### src/rtl/dual_port_ram_be_if.sv
// Per-port request/response bundle for dual_port_ram_be.
// The master drives the request fields and the slave (the RAM) returns read data and status.
interface dual_port_ram_be_if #(
    parameter int ADDR_WIDTH = 4,
    parameter int DATA_WIDTH = 16
);
    logic                    en;
    logic                    we;
    logic [DATA_WIDTH/8-1:0] be;
    logic [ADDR_WIDTH-1:0]   addr;
    logic [DATA_WIDTH-1:0]   wdata;
    logic [DATA_WIDTH-1:0]   rdata;
    logic                    rvalid;
    logic                    err;

    modport master (
        output en, we, be, addr, wdata,
        input  rdata, rvalid, err
    );

    modport slave (
        input  en, we, be, addr, wdata,
        output rdata, rvalid, err
    );
endinterface

### src/rtl/dual_port_ram_be.sv
// True dual-port synchronous RAM with byte-enable writes, 1- or 2-cycle read latency,
// per-port range errors and port-A-wins write-write merging with a collision flag.
module dual_port_ram_be #(
    parameter int ADDR_WIDTH   = 4,
    parameter int DATA_WIDTH   = 16,
    parameter int DEPTH        = 16,
    parameter int READ_LATENCY = 1
) (
    input  logic              clk,
    input  logic              rst,
    dual_port_ram_be_if.slave port_a,
    dual_port_ram_be_if.slave port_b,
    output logic              wr_collision
);
    localparam int                  BE_W    = DATA_WIDTH / 8;
    localparam logic [ADDR_WIDTH:0] DEPTH_X = (ADDR_WIDTH + 1)'(DEPTH);

    logic [DATA_WIDTH-1:0] mem [DEPTH];

    logic                  req      [2];
    logic                  wr_sel   [2];
    logic [BE_W-1:0]       be       [2];
    logic [ADDR_WIDTH-1:0] addr     [2];
    logic [DATA_WIDTH-1:0] wdata    [2];
    logic                  in_range [2];
    logic                  do_wr    [2];
    logic                  do_rd    [2];
    logic [DATA_WIDTH-1:0] rdata_o  [2];
    logic                  rvalid_o [2];
    logic                  err_o    [2];

    assign req[0]    = port_a.en;
    assign wr_sel[0] = port_a.we;
    assign be[0]     = port_a.be;
    assign addr[0]   = port_a.addr;
    assign wdata[0]  = port_a.wdata;
    assign req[1]    = port_b.en;
    assign wr_sel[1] = port_b.we;
    assign be[1]     = port_b.be;
    assign addr[1]   = port_b.addr;
    assign wdata[1]  = port_b.wdata;

    assign port_a.rdata  = rdata_o[0];
    assign port_a.rvalid = rvalid_o[0];
    assign port_a.err    = err_o[0];
    assign port_b.rdata  = rdata_o[1];
    assign port_b.rvalid = rvalid_o[1];
    assign port_b.err    = err_o[1];

    // Port B is written first so that port A's byte lanes override it on a shared address.
    always_ff @(posedge clk) begin
        if (!rst) begin
            for (int i = 0; i < BE_W; i++) begin
                if (do_wr[1] && be[1][i])
                    mem[addr[1]][8*i +: 8] <= wdata[1][8*i +: 8];
                if (do_wr[0] && be[0][i])
                    mem[addr[0]][8*i +: 8] <= wdata[0][8*i +: 8];
            end
        end
    end

    always_ff @(posedge clk or posedge rst) begin
        if (rst) begin
            wr_collision <= 1'b0;
        end else begin
            wr_collision <= do_wr[0] && do_wr[1] && (addr[0] == addr[1]) && (|(be[0] & be[1]));
        end
    end

    for (genvar p = 0; p < 2; p++) begin : g_port
        logic                  s1_valid;
        logic                  s1_err;
        logic [DATA_WIDTH-1:0] s1_data;

        assign in_range[p] = {1'b0, addr[p]} < DEPTH_X;
        assign do_wr[p]    = req[p] && wr_sel[p] && in_range[p];
        assign do_rd[p]    = req[p] && !wr_sel[p];

        // The array read sees pre-edge contents, which gives read-first behaviour across ports.
        always_ff @(posedge clk or posedge rst) begin
            if (rst) begin
                s1_valid <= 1'b0;
                s1_err   <= 1'b0;
                s1_data  <= '0;
            end else begin
                s1_valid <= do_rd[p];
                s1_err   <= req[p] && !in_range[p];
                if (do_rd[p])
                    s1_data <= in_range[p] ? mem[addr[p]] : '0;
            end
        end

        if (READ_LATENCY == 2) begin : g_lat2
            logic                  s2_valid;
            logic                  s2_err;
            logic [DATA_WIDTH-1:0] s2_data;

            always_ff @(posedge clk or posedge rst) begin
                if (rst) begin
                    s2_valid <= 1'b0;
                    s2_err   <= 1'b0;
                    s2_data  <= '0;
                end else begin
                    s2_valid <= s1_valid;
                    s2_err   <= s1_err;
                    if (s1_valid)
                        s2_data <= s1_data;
                end
            end

            assign rdata_o[p]  = s2_data;
            assign rvalid_o[p] = s2_valid;
            assign err_o[p]    = s2_err;
        end else begin : g_lat1
            assign rdata_o[p]  = s1_data;
            assign rvalid_o[p] = s1_valid;
            assign err_o[p]    = s1_err;
        end
    end
endmodule

### src/flat_wrapper.sv
// flat-port wrapper written by rule: the top's interface ports become plain ports
module dual_port_ram_be_flat 
#(
    parameter int ADDR_WIDTH   = 4,
    parameter int DATA_WIDTH   = 16,
    parameter int DEPTH        = 16,
    parameter int READ_LATENCY = 1
)
  (clk, rst, wr_collision, port_a_en, port_a_we, port_a_be, port_a_addr, port_a_wdata, port_a_rdata, port_a_rvalid, port_a_err, port_b_en, port_b_we, port_b_be, port_b_addr, port_b_wdata, port_b_rdata, port_b_rvalid, port_b_err);
  dual_port_ram_be_if #(.ADDR_WIDTH(ADDR_WIDTH), .DATA_WIDTH(DATA_WIDTH)) port_a_i ();
  dual_port_ram_be_if #(.ADDR_WIDTH(ADDR_WIDTH), .DATA_WIDTH(DATA_WIDTH)) port_b_i ();
  input  logic clk;
  input  logic rst;
  output logic wr_collision;
  input wire logic [$bits(port_a_i.en)-1:0] port_a_en;
  input wire logic [$bits(port_a_i.we)-1:0] port_a_we;
  input wire logic [$bits(port_a_i.be)-1:0] port_a_be;
  input wire logic [$bits(port_a_i.addr)-1:0] port_a_addr;
  input wire logic [$bits(port_a_i.wdata)-1:0] port_a_wdata;
  output wire logic [$bits(port_a_i.rdata)-1:0] port_a_rdata;
  output wire logic [$bits(port_a_i.rvalid)-1:0] port_a_rvalid;
  output wire logic [$bits(port_a_i.err)-1:0] port_a_err;
  input wire logic [$bits(port_b_i.en)-1:0] port_b_en;
  input wire logic [$bits(port_b_i.we)-1:0] port_b_we;
  input wire logic [$bits(port_b_i.be)-1:0] port_b_be;
  input wire logic [$bits(port_b_i.addr)-1:0] port_b_addr;
  input wire logic [$bits(port_b_i.wdata)-1:0] port_b_wdata;
  output wire logic [$bits(port_b_i.rdata)-1:0] port_b_rdata;
  output wire logic [$bits(port_b_i.rvalid)-1:0] port_b_rvalid;
  output wire logic [$bits(port_b_i.err)-1:0] port_b_err;
  assign port_a_i.en = port_a_en;
  assign port_a_i.we = port_a_we;
  assign port_a_i.be = port_a_be;
  assign port_a_i.addr = port_a_addr;
  assign port_a_i.wdata = port_a_wdata;
  assign port_a_rdata = port_a_i.rdata;
  assign port_a_rvalid = port_a_i.rvalid;
  assign port_a_err = port_a_i.err;
  assign port_b_i.en = port_b_en;
  assign port_b_i.we = port_b_we;
  assign port_b_i.be = port_b_be;
  assign port_b_i.addr = port_b_addr;
  assign port_b_i.wdata = port_b_wdata;
  assign port_b_rdata = port_b_i.rdata;
  assign port_b_rvalid = port_b_i.rvalid;
  assign port_b_err = port_b_i.err;
  dual_port_ram_be #(.ADDR_WIDTH(ADDR_WIDTH), .DATA_WIDTH(DATA_WIDTH), .DEPTH(DEPTH), .READ_LATENCY(READ_LATENCY)) u_core (.clk(clk), .rst(rst), .port_a(port_a_i), .port_b(port_b_i), .wr_collision(wr_collision));
endmodule
### config.mk
export PLATFORM = sky130hd
export DESIGN_NAME = dual_port_ram_be_flat
export DESIGN_NICKNAME = d
export VERILOG_FILES = /design/src/rtl/dual_port_ram_be_if.sv /design/src/rtl/dual_port_ram_be.sv /design/src/flat_wrapper.sv
export SDC_FILE = /design/constraint.sdc
export NUM_CORES = 1
export LEC_CHECK = 0
export BUFFER_PORTS_ARGS = -buffer_cell sky130_fd_sc_hd__buf_2
export CORE_MARGIN = 10
export CORE_UTILIZATION = 50
export CTS_BUF_LIST = sky130_fd_sc_hd__clkbuf_4 sky130_fd_sc_hd__clkbuf_8 sky130_fd_sc_hd__clkbuf_16
export CTS_CLUSTER_DIAMETER = 150
export DETAILED_ROUTE_END_ITERATION = 16
export PLACE_DENSITY = 0.67
export SLEW_MARGIN = 20
export SYNTH_ARGS = -nofsm -noshare
export SYNTH_HDL_FRONTEND = slang
export SYNTH_SLANG_ARGS = --single-unit
### constraint.sdc
create_clock -name clk -period 3 [get_ports clk]
set_input_delay 0.6 -clock clk [delete_from_list [all_inputs] [get_ports clk]]
set_output_delay 0.6 -clock clk [all_outputs]
set_load 0.02 [all_outputs]
==> results.md, run 1 <==
* Result of the run: finished, final reports clean
* Rows at 67
* CP Max Fanout at 8
* GPL Wtd Cong at 0.925
* Cts bufs inserted at 31
* Via count at around 12,000
* Endpoints failing hold at 0
* Worst Setup Start Kind: input port
* Die height at about 200 µm
* I/O Pins at slightly below 90
* Final Cycle Share at slightly above 70%
* Rel. slew slack at 38.5%
* Clock Skew at slightly above 0.009 ns
* Hold Worst Slack at roughly 0.33 ns
* # fillers at about 2,700
* Power Dens Cells at about 510 mW/mm²
* Layout Nets at approximately 1,400
* Post-CTS Setup Bufs at 0
* Root buffer cell: clkbuf_16
* Syn. warnings at 0
* Overflow left after global routing at 0
* Worst vdd ir at 384 µV
* Overall power at between 9000 and 10,000 µW
* CTS sink cnt at ~290
* Sequential cell area fraction in the yosys report at between 50% and 60%
* Crit path kind: in2reg
* Post-synthesis instance total at 1,234
* Top cell type's share of synthesized area at 45.1%
* Vias in the first global route at roughly 12,000
* Synth Flop Type: edfxtp_1
* Mapped Area at ~0.017 mm²
* Fin Setup TNS at 0 ns
* Die ar. at 0.0419 mm²
* Max Clock Freq at approximately 460 MHz
* # H-tree levels at 1
* Routed Antenna Nets at 0
* Area occupied by multi-input gates at slightly below 0.008 mm²
* Slew Limit Fails at 0
* Clock Latency Late Sink at approximately 0.56 ns
* Hold buffers post-CTS at 0
* Leakage at slightly above 0.007 µW
* Post-synth cell types at 54
* Worst Hold Class: in2reg
* Setup-failing EPs final at 0
* GRT Util Overall at between 20 and 30%
* TritonRoute pass-1 iters at 5
* Global-route wire length before repair at 79.1 mm
* Die X at 205 µm
* TritonCTS clock tree: built
* Via density per instance at ~6.6
* Initial antenna violation count at 3
* Number of synthesized flops with an enable pin at ~260
* RSZ-0062 raised after global routing: no
* Async SR Flop Fraction at between 10 and 15%
* #FFs+latches synth at ~290
* Slew @ Worst Pin at 0.922 ns
* DP Wirelength at between 30 and 40 mm
* Seq. cell area at about 0.0086 mm²
* Crit path DAT at roughly 2.5 ns
* Core area at between 0.03 and 0.04 mm²
* Worst endpoint required time at around 3.3 ns
* CP Capture Type: flip-flop
* Resized Gates After CTS at 0
* DRC at 0
* Top post-synthesis cells by area: edfxtp_1 (45%), mux2_2 (16%), mux2i_1 (10%)
* Largest net degree at the start of global routing at 42
* 1st-iter DRT viols at 1,209
* Fin crit period at between 2 and 2.5 ns
* Starting Density at between 50 and 60%
* Routed len/inst at 30.0 µm
* Layout cell share with drive strength beyond 1 at about two fifths
* Syn Area/Cell at 13.8 µm²
* Clock Pin Slew Worst Setup and Hold Paths at about 0.06 ns
* PortBufs at 84
* Clock Path Buffers at 3
* Area leader, netlist: edfxtp_1
* Area delta synth->final at 13.2%
* Max Cap Violations at 0
* Drt total wl at around 54 mm
-- sequential cells by signal, summed over array words and instances (netlist names) --
signal / cells
u_core.mem: 256
u_core.port_a.rdata: 16
u_core.port_b.rdata: 16
u_core.port_a.rvalid: 1
u_core.port_b.rvalid: 1
u_core.wr_collision: 1
-- per-layer routing --
metal	track usage, %	part of all wire (%)
met2	38.6	45
met3	5.17	11
met4	8.70	3.0
met5	0	0
met1	35.6	41
-- final timing paths --
check                                  startpoint  cells past startpoint                       to  slack (ns)
min                                     port_a_we                      3      u_core.wr_collision        0.33
min in group asynchronous                     rst                      2  u_core.port_b.rdata[12]        0.36
max                                           rst                      5         u_core.mem[5][6]        0.83
max in group asynchronous                     rst                      3   u_core.port_b.rdata[3]        2.02
max reg2reg                      u_core.mem[2][6]                      4   u_core.port_b.rdata[6]        1.33
min reg2reg                u_core.port_a.rdata[1]                      2   u_core.port_a.rdata[1]        0.52
-- per-stage QoR --
stage / util [%] / instances / setup slack (ns) / instance area (µm²)
detailed placement: 54.3 / 1752 / 0.337 / 18300
CTS: 57.4 / 1808 / 0.890 / 19300
finish: 57.5 / 1811 / 0.827 / 19300
global placement: 54.3 / 1752 / 0.364 / 18300
global route: 57.5 / 1810 / 0.819 / 19300
floorplan: - / 1235 / 0.426 / 17100
-- layout by cell type (no fill, tap or decap), types with 7 or more instances in the layout --
master and count:
a21oi_1 13, a221oi_1 21, a2bb2oi_1 9, a31oi_1 21, buf_2 80, buf_4 99, clkbuf_16 31, clkinv_2 7
dfrtp_1 35, edfxtp_1 256, mux2_1 15, mux2_2 244, mux2i_1 171, mux4_2 41, nand2_1 26, nand3_1 15
nor2_1 56, nor2_4 11, nor2_8 12, o21ai_0 29, o22ai_1 72
-- synthesized netlist by cell type (3+ instances only) --
| library cell | n |
|---|---|
| nand2b_1 | 5 |
| a21oi_1 | 13 |
| nor2_8 | 12 |
| mux4_2 | 41 |
| mux2_2 | 244 |
| nor2_1 | 56 |
| clkbuf_1 | 54 |
| o22ai_1 | 72 |
| buf_4 | 17 |
| nor2_4 | 11 |
| o21ai_0 | 29 |
| edfxtp_1 | 256 |
| a221oi_1 | 21 |
| a211oi_1 | 5 |
| nor2b_1 | 6 |
| a2bb2oi_1 | 9 |
| a311oi_1 | 3 |
| nor3_1 | 6 |
| o32ai_1 | 3 |
| buf_2 | 26 |
| buf_1 | 10 |
| or3b_2 | 5 |
| nand3_1 | 15 |
| a31oi_1 | 21 |
| inv_1 | 3 |
| xnor2_1 | 3 |
| dfrtp_1 | 35 |
| nand3b_1 | 6 |
| mux2i_1 | 171 |
| nand2_1 | 26 |
| buf_6 | 6 |
| mux2_1 | 15 |
-- worst max-delay path: stages --
cell and delay (ns):
buf_2 0.18, and4b_1 0.60, nand2_2 0.29, nor2_4 0.40, mux2_2 0.39
-- area by class of cell --
cell class / instances / area share (%)
diodes: 3 / 0.0389
clock buffers: 41 / 4.53
clock inverters: 15 / 0.881
inverters: 3 / 0.0583
multi-input cells: 828 / 41.0
flip-flops and latches: 291 / 44.3
well taps: 448 / 2.90
repair buffers: 182 / 6.23
-- cells by family (layout without fill, tap and decap cells) --
kind of cell | count (synthesis) | after routing | share of synthesized area, %
compound gates | 182 | 182 | 7.00
xor+xnor | 4 | 4 | 0.205
buf+inv | 116 | 241 | 3.38
flops | 291 | 291 | 50.2
mux | 471 | 471 | 32.5
other cells | 1 | 5 | 0.0220
simple gates | 169 | 169 | 6.65
-- power breakdown --
group          internal [µW]  leakage (µW)  switching, µW
combinational            492       0.00393            781
clock                   2370      0.000529           1580
sequential              4510       0.00270           60.0
Note: power is estimated with default switching activity, not from simulation.
==> inputs of run 2 (changes only) <==
Clock period 3 ns to 2.1 ns, I/O delays scaled along.
==> run 2 against run 1 <==
  * Clock power is 46% higher
  * Sequential cell count unchanged
  * Register-to-register slack got worse by 0.82 ns
  * Combinational power is 51% higher
  * Largest cell class unchanged
  * Sequential power increased by 43%
  * Critical endpoint is now u_core.mem[1][1]
  * Clock skew rose by 0.0011 ns
  * Worst hold slack lost 0.13 ns
  * Sequential share of layout area down 2.1 points
  * Design area rose by 5.1%
  * Core utilization rose by 2.9 points
  * Count of clock-buffer cells in the layout up 4
  * Power increased by 45%
==> results.md, run 2 (synthesis results as in run 1) <==
* Result of the run: finished, final reports clean
* Worst vdd ir at ~620 µV
* Fin crit period at between 1.5 and 2 ns
* Max Clock Freq at 598 MHz
* CP Max Fanout at 8
* # H-tree levels at 1
* TritonCTS clock tree: built
* RSZ-0062 raised after global routing: no
* Vias in the first global route at about 12,000
* Global-route wire length before repair at around 80 mm
* Area delta synth->final at 19.0%
* Fin Setup TNS at 0 ns
* Resized Gates After CTS at 0
* Clock Pin Slew Worst Setup and Hold Paths at about 0.06 ns
* GPL Wtd Cong at between 0.9 and 1
* PortBufs at 84
* Initial antenna violation count at 4
* R2R Setup Slk at roughly 0.51 ns
* Max reg flops at between 200 and 300
* Clock Skew at between 0.01 and 0.015 ns
* Slowest-stage cell, CP: mux2_2
* Routed Antenna Nets at 0
* Crit path DAT at roughly 2 ns
* Endpoints failing hold at 0
* CP Capture Type: flip-flop
* TritonRoute pass-1 iters at 6
* CP max stage delay at 0.38 ns
* Crit-path cells: buf_2 -> buf_4 -> nor2b_1 -> nand2_2 -> nor2_4 -> mux2_2
* CTS sink cnt at 291
* Via density per instance at between 6 and 7
* GRT Util Overall at between 20 and 30%
* Via count at ~12,000
* DRC at 0
* Clock Path Buffers at 3
* Layout cell share with drive strength beyond 1 at roughly 45%
* Worst reg2reg startpoint: u_core.mem[0][1]
* Worst setup startpoint: port_a_addr[0]
* Slew Limit Fails at 0
* Root buffer cell: clkbuf_16
* Die height at 205 µm
* Worst endpoint required time at 2.42 ns
* Rows at 67
* Cts bufs inserted at 31
* Core area at between 0.03 and 0.04 mm²
* Worst hold start: port_b_en
* Layout Nets at between 1,000 and 1,500
* DP Wirelength at between 30 and 40 mm
* Die X at a little over 200 µm
* Slew @ Worst Pin at between 0.5 and 0.6 ns
* 1st-iter DRT viols at between 1,000 and 1,500
* Die ar. at roughly 0.042 mm²
* Drt total wl at ~55 mm
* Power Dens Cells at 701 mW/mm²
* Commonest non-fill, non-tap cells in the layout: edfxtp_1 (256), mux2_2 (244), mux2i_1 (171), buf_4 (134), buf_2 (80)
* Commonest non-fill, non-tap cell in the layout: edfxtp_1
* Largest net degree at the start of global routing at 36
* Crit path kind: in2reg
* I/O Pins at 87
* Routed len/inst at about 29 µm
* Leakage at between 0.007 and 0.008 µW
* Hold Worst Slack at 0.195 ns
* Starting Density at between 50% and 60%
* Max Cap Violations at 0
* Overflow left after global routing at 0
* Worst Hold Class: in2reg
* Worst Setup Start Kind: input port
* Clock Latency Late Sink at 0.57 ns
* Rel. slew slack at 64.6%
* Setup-failing EPs final at 0
* Final Cycle Share at between 70% and 80%
[run 2: cell types whose count changed in the layout (fill, tap and decap cells not counted), moves of 3 or more]
cell,before,now
buf_4,99,134
buf_12,3,34
o22ai_1,72,63
o22ai_2,0,9
o21ai_0,29,23
clkinv_2,7,3
o21ai_1,0,4
clkbuf_4,6,9
[run 2: worst paths after layout]
kind | depth (start not counted) | to
worst min register to register | 2 | u_core.port_a.rdata[10]
worst max register to register | 4 | u_core.port_b.rdata[1]
worst max-delay path | 6 | u_core.mem[1][1]
min in group asynchronous | 3 | u_core.port_a.rdata[8]
max in group asynchronous | 4 | u_core.port_b.rdata[5]
worst min-delay path | 3 | u_core.wr_collision
[run 2: layer usage]
| metal | wire [µm] | track usage (%) | vias to the layer above |
|---|---|---|---|
| li1 | - | - | 5236 |
| met1 | 23500 | 36.8 | 6201 |
| met2 | 24300 | 38.1 | 644 |
| met3 | 5860 | 6.08 | 87 |
| met4 | 1170 | 6.29 | 4 |
| met5 | 23 | 0 | - |
[run 2: layout make-up]
cell class              instances  area, µm²
repair buffers                249       2100
clock buffers                  45        912
well taps                     448        561
inverters                       3       11.3
diodes                          2       5.00
multi-input cells             828       7990
flip-flops and latches        291       8560
fillers                      2629      13300
clock inverters                12        163
[run 2: timing repair]
action / 4_1_cts / 5_1_grt
hold endpoints to repair: 1 / 0
setup buffers: 0 / 0
hold buffers: 1 / 0
[run 2: critical path, delay by kind of cell]
| kind | cells | cell delay (ns) |
|---|---|---|
| mux | 1 | 0.38 |
| simple gates | 3 | 0.78 |
| buf+inv | 2 | 0.39 |
[run 2: report_power, final]
group / switching, µW / leakage, µW / internal, µW / total, µW
sequential: 83.8 / 0.00270 / 6440 / 6520
combinational: 1140 / 0.00439 / 779 / 1920
clock: 2290 / 0.000537 / 3490 / 5780
total: 3520 / 0.00763 / 10700 / 14200
[run 2: through the flow]
stage	util, %	cell area, µm²	power [µW]	cells	setup slack, ns
final	60.4	20300	14200	1878	0.429
after global routing	60.4	20300	14600	1878	0.378
after CTS	60.4	20300	14200	1876	0.484
after detailed placement	57.1	19200	8520	1818	-0.108
after global placement	57.1	19200	8490	1818	-0.126
after floorplan	-	17100	7770	1235	-0.145
